### src/rtl/ft245r_tx_fifo_if.sv
// Sample stream and FT245R bus signals of the transmit FIFO.
//
// Sample handshake: a pair {i_in, q_in} transfers on a rising clk edge
// where s_valid && s_ready. The source holds i_in/q_in/s_valid stable
// until that edge. s_ready depends only on registered state, so there is
// no combinational path from s_valid to s_ready.
interface ft245r_tx_fifo_if;
  logic [7:0] i_in;
  logic [7:0] q_in;
  logic       s_valid;
  logic       s_ready;
  logic       txe_;
  logic       wr;
  logic [7:0] usbdata_out;
  logic       usbdata_oe;

  // Environment side: sample source plus the FT245R TXE# pin.
  modport master (
    output i_in, q_in, s_valid, txe_,
    input  s_ready, wr, usbdata_out, usbdata_oe
  );

  // Transmit FIFO side.
  modport slave (
    input  i_in, q_in, s_valid, txe_,
    output s_ready, wr, usbdata_out, usbdata_oe
  );
endinterface

### src/rtl/ft245r_tx_fifo.sv
// FT245R transmit path: buffers signed I/Q pairs as bytes (I first, then Q)
// and writes them to the FT245R parallel FIFO with programmable
// setup/pulse/hold/recovery timing paced by the synchronized TXE#.
// The tristate buffer on the USB data bus lives at top level; this block
// only provides usbdata_out and usbdata_oe.
// All *_CLKS parameters must be in 1..256; FIFO_DEPTH a power of two >= 4.
module ft245r_tx_fifo #(
  parameter int FIFO_DEPTH   = 16,
  parameter int SETUP_CLKS   = 2,
  parameter int PULSE_CLKS   = 3,
  parameter int HOLD_CLKS    = 1,
  parameter int RECOVER_CLKS = 4
) (
  input  logic                          clk,
  input  logic                          rst,
  ft245r_tx_fifo_if.slave               bus,
  output logic                          busy,
  output logic [$clog2(FIFO_DEPTH):0]   fifo_level,
  output logic [2:0]                    o_dbg_state
);

  localparam int AW = $clog2(FIFO_DEPTH);
  localparam int LW = AW + 1;
  localparam int CW = 8;

  localparam logic [2:0] ST_IDLE    = 3'd0;
  localparam logic [2:0] ST_SETUP   = 3'd1;
  localparam logic [2:0] ST_STROBE  = 3'd2;
  localparam logic [2:0] ST_HOLD    = 3'd3;
  localparam logic [2:0] ST_RECOVER = 3'd4;

  // Highest level at which a whole pair still fits.
  localparam logic [LW-1:0] LVL_PUSH_MAX = LW'(FIFO_DEPTH - 2);

  logic [7:0]    r_mem [FIFO_DEPTH];
  logic [AW-1:0] r_head;
  logic [AW-1:0] r_tail;
  logic [LW-1:0] r_level;

  logic          r_txe_meta;
  logic          r_txe_s;

  logic [2:0]    r_state;
  logic [CW-1:0] r_cnt;
  logic          r_wr;
  logic          r_oe;
  logic [7:0]    r_data;

  logic          w_push;
  logic          w_pop;
  logic [AW-1:0] w_tail_p1;
  logic [CW-1:0] w_last;
  logic          w_cnt_done;

  // A pair is accepted only if both bytes fit, judged on the registered
  // level; a pop in the same cycle does not lend its slot to the push.
  assign bus.s_ready = (r_level <= LVL_PUSH_MAX);
  assign w_push      = bus.s_valid && bus.s_ready;
  assign w_pop       = (r_state == ST_IDLE) && (r_level != '0) && !r_txe_s;
  assign w_tail_p1   = r_tail + AW'(1);

  // Two-flop synchronizer for the asynchronous TXE#; resets to "not writable".
  always_ff @(posedge clk) begin
    if (rst) begin
      r_txe_meta <= 1'b1;
      r_txe_s    <= 1'b1;
    end else begin
      r_txe_meta <= bus.txe_;
      r_txe_s    <= r_txe_meta;
    end
  end

  // Byte storage: an accepted pair lands at tail (I) and tail+1 (Q).
  always_ff @(posedge clk) begin
    if (w_push) begin
      r_mem[r_tail]    <= bus.i_in;
      r_mem[w_tail_p1] <= bus.q_in;
    end
  end

  // FIFO pointers and level; the level can never pass FIFO_DEPTH because
  // pushes need two free bytes and pops need one held byte.
  always_ff @(posedge clk) begin
    if (rst) begin
      r_head  <= '0;
      r_tail  <= '0;
      r_level <= '0;
    end else begin
      if (w_push) r_tail <= r_tail + AW'(2);
      if (w_pop)  r_head <= r_head + AW'(1);
      case ({w_push, w_pop})
        2'b10:   r_level <= r_level + LW'(2);
        2'b01:   r_level <= r_level - LW'(1);
        2'b11:   r_level <= r_level + LW'(1);
        default: r_level <= r_level;
      endcase
    end
  end

  // Last count value of the phase the engine is currently in.
  always_comb begin
    w_last = '0;
    case (r_state)
      ST_SETUP:   w_last = CW'(SETUP_CLKS - 1);
      ST_STROBE:  w_last = CW'(PULSE_CLKS - 1);
      ST_HOLD:    w_last = CW'(HOLD_CLKS - 1);
      ST_RECOVER: w_last = CW'(RECOVER_CLKS - 1);
      default:    w_last = '0;
    endcase
  end

  assign w_cnt_done = (r_cnt == w_last);

  // Write engine: IDLE decides on txe_s, then runs the fixed
  // SETUP/STROBE/HOLD/RECOVER sequence regardless of later TXE# changes.
  always_ff @(posedge clk) begin
    if (rst) begin
      r_state <= ST_IDLE;
      r_cnt   <= '0;
      r_wr    <= 1'b0;
      r_oe    <= 1'b0;
      r_data  <= '0;
    end else begin
      case (r_state)
        ST_IDLE: begin
          r_cnt <= '0;
          if (w_pop) begin
            r_data  <= r_mem[r_head];
            r_oe    <= 1'b1;
            r_state <= ST_SETUP;
          end
        end
        ST_SETUP: begin
          if (w_cnt_done) begin
            r_cnt   <= '0;
            r_wr    <= 1'b1;
            r_state <= ST_STROBE;
          end else begin
            r_cnt <= r_cnt + CW'(1);
          end
        end
        ST_STROBE: begin
          if (w_cnt_done) begin
            r_cnt   <= '0;
            r_wr    <= 1'b0;
            r_state <= ST_HOLD;
          end else begin
            r_cnt <= r_cnt + CW'(1);
          end
        end
        ST_HOLD: begin
          if (w_cnt_done) begin
            r_cnt   <= '0;
            r_oe    <= 1'b0;
            r_state <= ST_RECOVER;
          end else begin
            r_cnt <= r_cnt + CW'(1);
          end
        end
        ST_RECOVER: begin
          if (w_cnt_done) begin
            r_cnt   <= '0;
            r_state <= ST_IDLE;
          end else begin
            r_cnt <= r_cnt + CW'(1);
          end
        end
        default: begin
          r_cnt   <= '0;
          r_wr    <= 1'b0;
          r_oe    <= 1'b0;
          r_state <= ST_IDLE;
        end
      endcase
    end
  end

  assign bus.wr          = r_wr;
  assign bus.usbdata_oe  = r_oe;
  assign bus.usbdata_out = r_data;
  assign busy            = (r_state != ST_IDLE);
  assign fifo_level      = r_level;
  assign o_dbg_state     = r_state;

endmodule

### src/flat_wrapper.sv
// flat-port wrapper written by rule: the top's interface ports become plain ports
module ft245r_tx_fifo_flat 
#(
  parameter int FIFO_DEPTH   = 16,
  parameter int SETUP_CLKS   = 2,
  parameter int PULSE_CLKS   = 3,
  parameter int HOLD_CLKS    = 1,
  parameter int RECOVER_CLKS = 4
)
  (clk, rst, busy, fifo_level, o_dbg_state, bus_i_in, bus_q_in, bus_s_valid, bus_txe_, bus_s_ready, bus_wr, bus_usbdata_out, bus_usbdata_oe);
  ft245r_tx_fifo_if bus_i ();
  input  logic clk;
  input  logic rst;
  output logic busy;
  output logic [$clog2(FIFO_DEPTH):0] fifo_level;
  output logic [2:0] o_dbg_state;
  input wire logic [$bits(bus_i.i_in)-1:0] bus_i_in;
  input wire logic [$bits(bus_i.q_in)-1:0] bus_q_in;
  input wire logic [$bits(bus_i.s_valid)-1:0] bus_s_valid;
  input wire logic [$bits(bus_i.txe_)-1:0] bus_txe_;
  output wire logic [$bits(bus_i.s_ready)-1:0] bus_s_ready;
  output wire logic [$bits(bus_i.wr)-1:0] bus_wr;
  output wire logic [$bits(bus_i.usbdata_out)-1:0] bus_usbdata_out;
  output wire logic [$bits(bus_i.usbdata_oe)-1:0] bus_usbdata_oe;
  assign bus_i.i_in = bus_i_in;
  assign bus_i.q_in = bus_q_in;
  assign bus_i.s_valid = bus_s_valid;
  assign bus_i.txe_ = bus_txe_;
  assign bus_s_ready = bus_i.s_ready;
  assign bus_wr = bus_i.wr;
  assign bus_usbdata_out = bus_i.usbdata_out;
  assign bus_usbdata_oe = bus_i.usbdata_oe;
  ft245r_tx_fifo #(.FIFO_DEPTH(FIFO_DEPTH), .SETUP_CLKS(SETUP_CLKS), .PULSE_CLKS(PULSE_CLKS), .HOLD_CLKS(HOLD_CLKS), .RECOVER_CLKS(RECOVER_CLKS)) u_core (.clk(clk), .rst(rst), .bus(bus_i), .busy(busy), .fifo_level(fifo_level), .o_dbg_state(o_dbg_state));
endmodule
### config.mk
export PLATFORM = sky130hd
export DESIGN_NAME = ft245r_tx_fifo_flat
export DESIGN_NICKNAME = d
export VERILOG_FILES = /design/src/rtl/ft245r_tx_fifo_if.sv /design/src/rtl/ft245r_tx_fifo.sv /design/src/flat_wrapper.sv
export SDC_FILE = /design/constraint.sdc
export NUM_CORES = 1
export LEC_CHECK = 0
export BUFFER_PORTS_ARGS = -buffer_cell sky130_fd_sc_hd__buf_2
export CAP_MARGIN = 15
export CORE_ASPECT_RATIO = 0.5
export CORE_MARGIN = 1
export CORE_UTILIZATION = 50
export DETAILED_ROUTE_END_ITERATION = 7
export GPL_TIMING_DRIVEN = 0
export HOLD_SLACK_MARGIN = 0.02
export PLACE_DENSITY_LB_ADDON = 0.2
export REMOVE_ABC_BUFFERS = 1
export SYNTH_ARGS = -nofsm -noshare
export SYNTH_HDL_FRONTEND = slang
export SYNTH_SLANG_ARGS = --single-unit
### constraint.sdc
create_clock -name clk -period 6.75 [get_ports clk]
set_input_delay 0.3375 -clock clk [delete_from_list [all_inputs] [get_ports clk]]
set_output_delay 0.3375 -clock clk [all_outputs]
set_load 0.05 [all_outputs]
==> Yosys cells after proc, flatten, opt, wreduce, memory -nomap -nowiden <==
Memory sizes are Yosys's and may differ from the RTL's. A register that Yosys moved wholly into a read port is not among the register bits.
Cells that the tools add are included.
{ "totals": {"latch_bits": 0, "out_inout_bits": 20, "n_memories": 1, "regBits": 28, "inputBits": 20, "ram_bits": 128, "wordCells": 65, "mem_bits_ro": 0} }
{ "memory_table": {"columns": ["name", "words", "width", "read_ports", "rd_clocked_by_memory_dff", "wr", "line_no", "rtl"], "rows": [
  ["u_core.r_mem", 16, 8, 1, 1, 2, "ft245r_tx_fifo.sv:35", "logic [7:0] r_mem [FIFO_DEPTH];"]
]} }
{ "op_classes": {"n_eq_ne": 13, "n_bitwise": 3, "n_mux": 15, "n_div": 0, "mul": 0, "n_addsub": 7, "shifts": 0, "reduce_logical": 16, "order_cmp": 1} }
{ "op_table": {"columns": ["cell", "n"], "rows": [
  ["3-bit two-way mux", 5],
  ["3-bit case mux with 5 select lines", 1],
  ["5-bit case mux with 3 select lines", 1],
  ["2-bit by 1-bit != test with 1-bit output, second input constant", 5],
  ["3-bit OR reduction", 3],
  ["4-bit by 1-bit adder with 4-bit output, second input constant", 2],
  ["8-bit by 1-bit adder with 8-bit output, second input constant", 1],
  ["8-bit by 2-bit == test with 1-bit output", 1],
  ["3-bit by 2-bit == test with 1-bit output, second input constant", 2],
  ["1-bit case mux with 3 select lines", 2],
  ["2-bit case mux with 3 select lines", 1],
  ["3-bit AND reduction", 2],
  ["3-bit nonzero test", 2],
  ["5-bit by 1-bit adder with 5-bit output, second input constant", 1],
  ["5-bit by 2-bit adder with 5-bit output, second input constant", 1],
  ["5-bit by 4-bit <= comparator with 1-bit output, second input constant", 1],
  ["1-bit two-way mux", 5],
  ["5-bit AND reduction", 1],
  ["5-bit nonzero test", 1],
  ["5-bit by 1-bit subtractor with 5-bit output, second input constant", 1],
  ["4-bit by 2-bit adder with 4-bit output, second input constant", 1],
  ["2-bit == test, second input constant", 2],
  ["4-bit OR reduction", 1],
  ["3-bit by 1-bit == test with 1-bit output, second input constant", 1],
  ["7 further kinds", 11]
]} }

==> Longest topological paths before layout <==
Gate-level depths: netlist (run 1).
{ "logic_depth": {"word_depth": 5, "depth_mapped": 12, "ltp_nobuf": 10} }

==> Worst setup path before layout (run 1) <==
OpenSTA, ideal clock, no wires.
{ "synth_path": {"path_kind": "reg-to-reg", "start": "reg u_core.r_level[1] (netlist: u_core.fifo_level[1])", "end": "mem u_core.r_mem[4][0], enable pin", "path_buffers": 0, "stages_incl_launch_ff": 5, "path_slack_ns": 2.399, "required_ns": 6.314, "arrival_time_ns": 3.915, "cell_sequence": "dfxtp_1 nand3b_1 a31oi_1 nand2_1 nor4b_1"} }
{ "synth_rtl": {"columns": ["item", "line_no", "rtl"], "rows": [
  ["start: declaration", "ft245r_tx_fifo.sv:38", "logic [LW-1:0] r_level;"],
  ["start signal: assignment", "ft245r_tx_fifo.sv:92", "2'b10: r_level <= r_level + LW'(2);"],
  ["start signal: assignment", "ft245r_tx_fifo.sv:93", "2'b01: r_level <= r_level - LW'(1);"],
  ["start signal: assignment", "ft245r_tx_fifo.sv:94", "2'b11: r_level <= r_level + LW'(1);"],
  ["end: declaration", "ft245r_tx_fifo.sv:35", null]
]} }

==> Final worst setup path (run 1) <==
{ "layout_path": {"start": "reg u_core.r_state[2] (netlist: u_core.o_dbg_state[2])", "end": "reg u_core.r_level[4] (netlist: u_core.fifo_level[4])"} }
{ "layout_between": {"elab_chain_cells": 5, "elab_cells_between_ends": 8, "cone_classes": "eq/ne (3); mux (1); reduce/logical (4)"} }
{ "layout_lines": {"columns": ["item", "line_no", "rtl"], "rows": [
  ["start: declaration", "ft245r_tx_fifo.sv:43", "logic [2:0] r_state;"],
  ["start signal: assignment", "ft245r_tx_fifo.sv:118", "r_state <= ST_IDLE;"],
  ["start signal: assignment", "ft245r_tx_fifo.sv:130", "r_state <= ST_SETUP;"],
  ["start signal: assignment", "ft245r_tx_fifo.sv:137", "r_state <= ST_STROBE;"],
  ["3-bit zero test (*)", "ft245r_tx_fifo.sv:59", "assign w_pop = (r_state == ST_IDLE) && (r_level != '0) && !r_txe_s;"],
  ["1-bit logical AND (*) (2 in a row)", "ft245r_tx_fifo.sv:59", null],
  ["2-bit == test or 2-bit by 1-bit == test with 1-bit output (tied branches)", "ft245r_tx_fifo.sv:91", "case ({w_push, w_pop})"],
  ["5-bit case mux with 3 select lines or 3-bit nonzero test (tied branches)", null, null]
]} }
Every way passes the cells marked *; elsewhere a longest branch is shown, timed or not.
A chain may end at the register's enable or synchronous reset.

==> results_dict.tcl, run 1 <==
set metrics [dict create \
    critPathMaxFanout 11 \
    hold_start "bus_txe_" \
    synth_most_common_cell "edfxtp_1" \
    firstDrtPassIters 6 \
    critPathMaxStageDelay_ns 0.65 \
    dpl.hpwl_mm 8.357 \
    grt_pass1_wl_mm 20.18 \
    ys_seq_area_share_pct 68.85 \
    setup_violations 0 \
    worstPathArrival_ns 3.50 \
    cts.clk_slew.worst_paths_ns 0.07 \
    status "finished clean" \
    critical_path.startpoint_type "flip-flop" \
    whs_endpoint "u_core.r_txe_meta" \
    synth_top_area_share_pct 58.24 \
    ctsResizeCount 0 \
    synth_ff_type "edfxtp_1" \
    cts_tree "yes" \
    syn-cell-area_um2 6600 \
    die-area_um2 13690 \
    finalCritPeriodShare_pct 46.78 \
    clock_sinks 163 \
    cp_cell_sequence "or3_4 -> a211oi_2 -> nand2_1 -> ha_1 -> nor2b_1 -> o21ai_0 -> nand3b_1 -> or3_1 -> a31oi_1" \
    tightest_slew_ns 1.047 \
    grt_max_degree 35 \
    place.gp.congestion 0.8538 \
    r2r_start "u_core.o_dbg_state[2]" \
    ys_async_sr_fraction_pct 0 \
    vias 3601 \
    path_depth 9 \
    tns_ns 0 \
    rows 29 \
    max_clock_freq_mhz 316.7 \
    maxSlewHeadroom_pct 30.03 \
    die_w_um 164.5 \
    cts-root-buf "clkbuf_16" \
    avgSynthCellArea_um2 16.92 \
    crit_slowest_cell "a211oi_2" \
    area.growth.synth_to_final_pct 17.40 \
    synth_top_area_cell "edfxtp_1" \
    grt_overflow 0 \
    synth_cells 390 \
    finalCriticalPeriod_ns 3.158 \
    clk_latency_ns 0.42 \
    antenna_found_initial 0 \
    coreArea_um2 12770 \
    critPathKind "flip-flop to flip-flop" \
    r2r_end "u_core.fifo_level[4]" \
    synth.distinct_cells 48 \
    ys_top_cells_by_count "edfxtp_1, dfxtp_1, mux4_2" \
    portBuffers 39 \
    power_density_nw_per_um2 298.8 \
    drive_gt1_share_pct 31.06 \
    finClkSkew_ns 0.01043 \
    cts_buffers 17 \
    drc_errors 0 \
    routedWlPerCell_um 20.83 \
    reg2reg_depth 9 \
    die_h_um 83.24 \
    hold_viol 0 \
    critPathBufInv 0 \
    ys_seq_elements 163 \
    cts-htree-levels 4 \
    rsz0062_at_grt "false" \
    leakagePower_nw 2.547 \
    maxSlewViolCount 0 \
    grtUsageTotal_pct 20.51 \
    r2r_slack_ns 3.59 \
    yosysWarnings 0 \
    yosys-top-cells-area "edfxtp_1, mux4_2, dfxtp_1" \
    synth_edf_count 128 \
    ant_nets 0 \
    fin_nets 469 \
    start_util_pct 51.68 \
    post_cts_buffers 0 \
    clockBufferDepth 2 \
    wl_mm 13.00 \
    ir_worst_vdd_mv 0.1617 \
    num_antenna_cells 0 \
    cp_data_required_time_ns 7.09 \
    whs_ns 0.1092 \
    io-pin-count 40 \
    cp-end-kind "flip-flop" \
    hold_buffers 0 \
    drt_iter0_markers 288 \
    holdPathStages 2 \
    viasPerCell 5.771 \
    max_cap_viol_count 0 \
    first_global_vias 3682 \
    cp_top_family "simple AND/OR/NAND/NOR gates" \
    hold_path.class "input pin to flip-flop" \
]
==> metrics by stage <==
step / setup WS (ns) / std cells / util (%) / power [W] / area (um2)
after CTS: 3.585 / 623 / 60.55 / 0.002336 / 7734
after global routing: 3.316 / 624 / 60.67 / 0.002394 / 7749
after detailed placement: 3.585 / 591 / 55.69 / 0.001348 / 7113
after floorplan: 2.399 / 369 / - / 0.001279 / 6499
final: 3.592 / 624 / 60.67 / 0.002315 / 7749
after global placement: 1.711 / 578 / 54.08 / 0.001328 / 6907
==> logic make-up (layout without fill, tap and decap cells) <==
family | Yosys count | count (layout) | share of synthesized area (%)
multiplexers | 49 | 49 | 13.50
flip-flops | 163 | 163 | 68.85
adder cells (fa/ha/maj) | 8 | 8 | 1.630
buffers and inverters | 32 | 96 | 2.161
AND/OR/NAND/NOR | 86 | 86 | 6.825
AO/OA/AOI/OAI | 37 | 37 | 5.043
XOR/XNOR | 15 | 15 | 1.991
==> metal layers <==
layer | global-route usage [%] | up-vias | part of all wire (%)
li1 | - | 1650 | -
met1 | 27.57 | 1827 | 44
met2 | 32.68 | 113 | 49
met3 | 4.995 | 11 | 6.4
met4 | 7.423 | 0 | 0.93
met5 | 0 | - | 0
==> worst max-delay path by stage <==
stage,start,to,slack [ns]
global route,u_core.o_dbg_state[2],u_core.fifo_level[4],3.32
finish,u_core.o_dbg_state[2],u_core.fifo_level[4],3.59
detailed placement,u_core.o_dbg_state[2],u_core.fifo_level[4],3.59
floorplan,u_core.fifo_level[1],u_core.r_mem[4][0],2.40
global placement,u_core.fifo_level[1],u_core.r_mem[4][0],1.71
CTS,u_core.o_dbg_state[2],u_core.fifo_level[4],3.59
==> area by class of cell <==
cell class | instances | area [um2]
inverters | 11 | 41.29
well taps | 170 | 212.7
clock buffers | 17 | 425.4
clock inverters | 15 | 195.2
fillers | 945 | 5024
repair buffers | 53 | 374.1
multi-input cells | 195 | 1953
flip-flops and latches | 163 | 4547
==> registers in the layout, indices dropped and copies added (netlist names) <==
name                    flops
u_core.r_tail               3
u_core.fifo_level           5
u_core.bus.usbdata_out      8
u_core.o_dbg_state          3
u_core.r_txe_meta           1
u_core.r_head               4
u_core.r_txe_s              1
u_core.bus.usbdata_oe       1
u_core.bus.wr               1
u_core.r_cnt                8
u_core.r_mem              128
==> where the power goes <==
| group | internal [W] | switching, W | leakage (nW) |
|---|---|---|---|
| registers | 0.00112 | 0.0000261 | 1.45 |
| logic | 0.0000665 | 0.000116 | 0.806 |
| clock network | 0.000565 | 0.000424 | 0.294 |
==> placed cells by master (no fill, tap or decap), types with 4 or more instances in the layout <==
master,instances
dfxtp_1,33
a21oi_1,8
ha_1,7
nand2_1,17
edfxtp_1,128
inv_8,4
buf_2,39
inv_1,10
mux4_2,32
nand3_1,10
nor2_1,20
buf_6,5
o221ai_2,8
buf_4,4
clkbuf_16,17
xor2_1,8
xnor2_1,7
mux2i_1,17
nand3b_1,12
Note: power is estimated with default switching activity, not from simulation.
==> run 2: changes to the inputs <==
==> constraint.sdc (replaced) <==
create_clock -name clk -period 2.6 [get_ports clk]
set_input_delay 0.13 -clock clk [delete_from_list [all_inputs] [get_ports clk]]
set_output_delay 0.13 -clock clk [all_outputs]
set_load 0.05 [all_outputs]
==> results_dict.tcl, run 2 (synthesized netlist as in run 1, its figures left out) <==
set metrics [dict create \
    grt_max_degree 35 \
    status "finished clean" \
    io-pin-count 40 \
    antenna_found_initial 0 \
    dp_slack_ns -0.5646 \
    hold_start "bus_s_valid" \
    grt_pass1_wl_mm 20.70 \
    cts-htree-levels 4 \
    cts.clk_slew.worst_paths_ns 0.07 \
    multi_input_comb_area_um2 2018 \
    leakagePower_nw 2.655 \
    finalCritPeriodShare_pct 95.26 \
    drive_gt1_share_pct 32.29 \
    power_density_nw_per_um2 756.9 \
    critPathKind "flip-flop to flip-flop" \
    pwr-share-clk_pct 42.4 \
    r2r_start "u_core.fifo_level[1]" \
    final_common_cell "edfxtp_1" \
    drt_iter0_markers 275 \
    finalCriticalPeriod_ns 2.477 \
    die_h_um 83.24 \
    cts_tree "yes" \
    ant_nets 0 \
    critPathMaxFanout 7 \
    setup_slack_ns 0.1233 \
    instances_no_fill 647 \
    grt_overflow 0 \
    cp-end-kind "flip-flop" \
    firstDrtPassIters 4 \
    p_seq_share_pct 49.0 \
    ir_worst_vdd_mv 0.4227 \
    p_total_w 0.006081 \
    final_area_um2 8034 \
    portBuffers 39 \
    internal-power_w 0.004576 \
    hold_path.class "input pin to flip-flop" \
    layout_common_cells "edfxtp_1, buf_2, mux4_2" \
    max_cap_viol_count 0 \
    worstPathArrival_ns 2.82 \
    max_clock_freq_mhz 403.8 \
    vias 3724 \
    rows 29 \
    viasPerCell 5.756 \
    largest_reg_flops 128 \
    regArea_um2 4552 \
    cts-root-buf "clkbuf_16" \
    maxSlewViolCount 0 \
    maxSlewHeadroom_pct 38.97 \
    dpl_cell_area_um2 7113 \
    largest_register "u_core.r_mem" \
    nFillCells 926 \
    first_global_vias 3811 \
    sw_frac_of_total_pct 24.75 \
    grtUsageTotal_pct 20.96 \
    clk_latency_ns 0.42 \
    place.gp.congestion 0.8538 \
    dpl.hpwl_mm 8.357 \
    rsz0062_at_grt "true" \
    num_antenna_cells 0 \
    drc_errors 0 \
    p_sw_w 0.001505 \
    cts_buffers 17 \
    hold_viol 0 \
    clockBufferDepth 2 \
    clock_sinks 163 \
    area.growth.synth_to_final_pct 21.73 \
    fin_nets 492 \
    routedWlPerCell_um 20.72 \
    die-area_um2 13690 \
    cp_data_required_time_ns 2.95 \
    startpoint "u_core.fifo_level[1]" \
    critical_path.startpoint_type "flip-flop" \
    coreArea_um2 12770 \
    whs_ns 0.1939 \
    finClkSkew_ns 0.01062 \
    setup_violations 0 \
    comb_power_share_pct 8.5 \
    start_util_pct 51.68 \
    wl_mm 13.41 \
    numPlacedInstances 591 \
    die_w_um 164.5 \
    tightest_slew_ns 0.9154 \
]
-- run 2: path summary, 6_finish.rpt --
kind	to	slack [ns]	cells after the start
setup / recovery	u_core.fifo_level[4]	0.12	9
hold / removal	u_core.fifo_level[3]	0.19	5
hold reg to reg	u_core.r_txe_s	0.43	1
setup reg to reg	u_core.fifo_level[4]	0.12	9
-- run 2: worst max-delay path, stage by stage, from the launching register on --
cell and delay (ns):
dfxtp_2 0.37, ha_1 0.27, a311oi_4 0.36, nand2_2 0.14, ha_1 0.34, nor2b_1 0.15, o21ai_0 0.16, nand3b_1 0.14
or3_1 0.32, a31oi_1 0.16
-- run 2: layout make-up --
cell class | instances | share of cell area (%)
inverter | 11 | 0.5139
clock inverter | 15 | 2.430
timing repair buffer | 76 | 7.335
tap | 170 | 2.648
sequential | 163 | 56.66
multi-input combinational | 195 | 25.12
clock buffer | 17 | 5.295
-- run 2: repair_timing --
item / CTS / global route
setup endpoints to repair: 74 / 36
pin swaps: 2 / 1
buffers inserted: 4 / 2
resized for setup: 6 / 8
endpoints found under the hold margin: 129 / 0
hold buffers: 17 / 0
gates cloned: 0 / 0
-- run 2: routing by layer --
layer / global-route usage (%) / vias to the layer above / wire length (um) / share of wire [%]
met2: 33.45 / 109 / 6446 / 48
met1: 28.26 / 1908 / 6025 / 45
li1: - / 1692 / - / -
met3: 4.895 / 15 / 741 / 5.5
met5: 0 / - / 0 / 0
met4: 7.590 / 0 / 193 / 1.4
-- run 2: stage by stage --
step	TNS, ns	util [%]
after detailed placement	-11.39	55.69
after CTS	0	62.44
after global routing	-0.04421	62.90
final	0	62.90
after global placement	-227.57	54.08
after floorplan	-118.36	-
-- run 2: power by group through the flow --
stage                     Sequential [W]  Clock [W]  Combinational (W)
after floorplan                  0.00308          0           0.000240
after global placement           0.00303          0           0.000419
after detailed placement         0.00303          0           0.000467
after CTS                        0.00298    0.00262           0.000510
after global routing             0.00299    0.00272           0.000562
final                            0.00298    0.00258           0.000520
==> run 3: changes to the inputs <==
--- a/config.mk
+++ b/config.mk
@@ -11,9 +11,10 @@
 export CORE_MARGIN = 1
 export CORE_UTILIZATION = 50
 export DETAILED_ROUTE_END_ITERATION = 7
+export GPL_ROUTABILITY_DRIVEN = 0
 export GPL_TIMING_DRIVEN = 0
 export HOLD_SLACK_MARGIN = 0.02
-export PLACE_DENSITY_LB_ADDON = 0.2
+export PLACE_DENSITY = 0.75
 export REMOVE_ABC_BUFFERS = 1
 export SYNTH_ARGS = -nofsm -noshare
 export SYNTH_HDL_FRONTEND = slang
==> results_dict.tcl, run 3 (synthesized netlist as in run 1, its figures left out) <==
set metrics [dict create \
    cp_data_required_time_ns 2.96 \
    rows 29 \
    rsz0062_at_grt "true" \
    leakagePower_nw 2.651 \
    hold_path.class "input pin to flip-flop" \
    critPathMaxStageDelay_ns 0.46 \
    antenna_found_initial 0 \
    viasPerCell 5.727 \
    grt_pass1_wl_mm 20.20 \
    numPlacedInstances 590 \
    cts_tree "yes" \
    area.growth.synth_to_final_pct 21.93 \
    clockBufferDepth 2 \
    portBuffers 39 \
    path_common_cell "nand3b_1" \
    power_density_nw_per_um2 768.3 \
    max_clock_freq_mhz 392.1 \
    finalCritPeriodShare_pct 98.09 \
    tightest_slew_ns 0.9212 \
    p_sw_w 0.001515 \
    clk_latency_ns 0.43 \
    instances_no_fill 644 \
    critPathMaxFanout 7 \
    status "finished clean" \
    largest_register "u_core.r_mem" \
    routedWlPerCell_um 20.73 \
    drc_errors 0 \
    dpl.hpwl_mm 7.819 \
    finalCriticalPeriod_ns 2.550 \
    drive_gt1_share_pct 32.07 \
    cp_cell_sequence "nand3b_1 -> a311oi_4 -> nand2_2 -> ha_1 -> nor2b_1 -> o21ai_0 -> nand3b_1 -> or3_1 -> a31oi_1" \
    p_seq_share_pct 48.2 \
    num_antenna_cells 0 \
    cts.clk_slew.worst_paths_ns 0.07 \
    cts_buffers 17 \
    first_global_vias 3624 \
    vias 3688 \
    nFillCells 890 \
    grt_overflow 0 \
    ir_worst_vdd_mv 0.5568 \
    internal-power_w 0.004668 \
    maxSlewViolCount 0 \
    start_util_pct 51.68 \
    max_cap_viol_count 0 \
    io-pin-count 40 \
    cts-root-buf "clkbuf_16" \
    die_h_um 83.24 \
    critical_path.startpoint_type "flip-flop" \
    drt_iter0_markers 353 \
    setup_violations 0 \
    firstDrtPassIters 4 \
    grtUsageTotal_pct 20.46 \
    final_common_cell "edfxtp_1" \
    comb_power_share_pct 8.4 \
    fin_nets 489 \
    p_total_w 0.006183 \
    crit_slowest_cell "a311oi_4" \
    coreArea_um2 12770 \
    worstPathArrival_ns 2.91 \
    grt_max_degree 35 \
    cts-htree-levels 4 \
    pwr-share-clk_pct 43.4 \
    finClkSkew_ns 0.007457 \
    maxSlewHeadroom_pct 38.59 \
    die-area_um2 13690 \
    ant_nets 0 \
    setup_slack_ns 0.04978 \
    critPathKind "flip-flop to flip-flop" \
    hold_viol 0 \
    die_w_um 164.5 \
    wl_mm 13.35 \
    cp-end-kind "flip-flop" \
    layout_common_cells "edfxtp_1, buf_2, mux4_2" \
    clock_sinks 163 \
    dp_slack_ns -0.6298 \
    largest_reg_flops 128 \
    sw_frac_of_total_pct 24.50 \
]
run 3: changes by cell type in the layout (fill, tap and decap cells not counted), sizes merged:
cell	previous run	this run
clkinvlp	3	2
buf	59	56
bufinv	2	3
run 3: metrics by stage:
step | hold WS (ns) | util, % | instance area (um2) | setup TNS, ns
2_1_floorplan | 0.1991 | - | 6499 | -118.36
3_3_place_gp | 0.3187 | 54.08 | 6907 | -206.38
3_5_place_dp | 0.3223 | 55.69 | 7113 | -19.81
4_1_cts | 0.1706 | 62.58 | 7993 | -0.08025
5_1_grt | 0.2231 | 63.01 | 8048 | -0.06595
6_report | 0.1762 | 63.01 | 8048 | 0
run 3: metal layers:
layer,vias up,wire length (um),global-route usage (%)
met4,0,125,6.005
met3,15,777,4.795
li1,1691,-,-
met5,-,0,0
met1,1861,5983,29.38
met2,121,6461,31.30
run 3: final cells by class:
type / instances / area [um2] / share of cell area [%]
clock buffer: 17 / 425.4 / 5.286
clock inverter: 15 / 214.0 / 2.659
inverter: 11 / 41.29 / 0.5131
multi-input combinational: 195 / 2033 / 25.26
sequential: 163 / 4554 / 56.59
tap: 170 / 212.7 / 2.643
timing repair buffer: 73 / 566.8 / 7.043
run 3: worst paths after layout:
check / from / endpoint / slack (ns) / cells after the start
worst max-delay path: u_core.fifo_level[0] / u_core.fifo_level[4] / 0.05 / 9
worst min-delay path: bus_s_valid / u_core.fifo_level[3] / 0.18 / 5
worst max register to register: u_core.fifo_level[0] / u_core.fifo_level[4] / 0.05 / 9
worst min register to register: u_core.r_txe_meta / u_core.r_txe_s / 0.42 / 1
run 3: power groups by stage:
stage	Clock, W	Sequential (W)	Combinational [W]
2_1_floorplan	0	0.00308	0.000240
3_3_place_gp	0	0.00303	0.000420
3_5_place_dp	0	0.00303	0.000464
4_1_cts	0.00271	0.00297	0.000508
5_1_grt	0.00280	0.00299	0.000557
6_report	0.00268	0.00298	0.000518
run 3: what timing repair did:
action / in CTS / in global routing
setup buffers: 3 / 2
gates resized for setup: 7 / 11
pin swaps: 2 / 2
setup endpoints to repair: 92 / 48
hold endpoints to repair: 129 / 0
hold buffers: 17 / 0
run 3: worst max-delay path: cells and delay by family, from the launching register on:
family / cells / cell delay (ns)
adder cells (fa/ha/maj): 1 / 0.35
flip-flops: 1 / 0.38
AO/OA/AOI/OAI: 3 / 0.78
AND/OR/NAND/NOR: 5 / 0.98
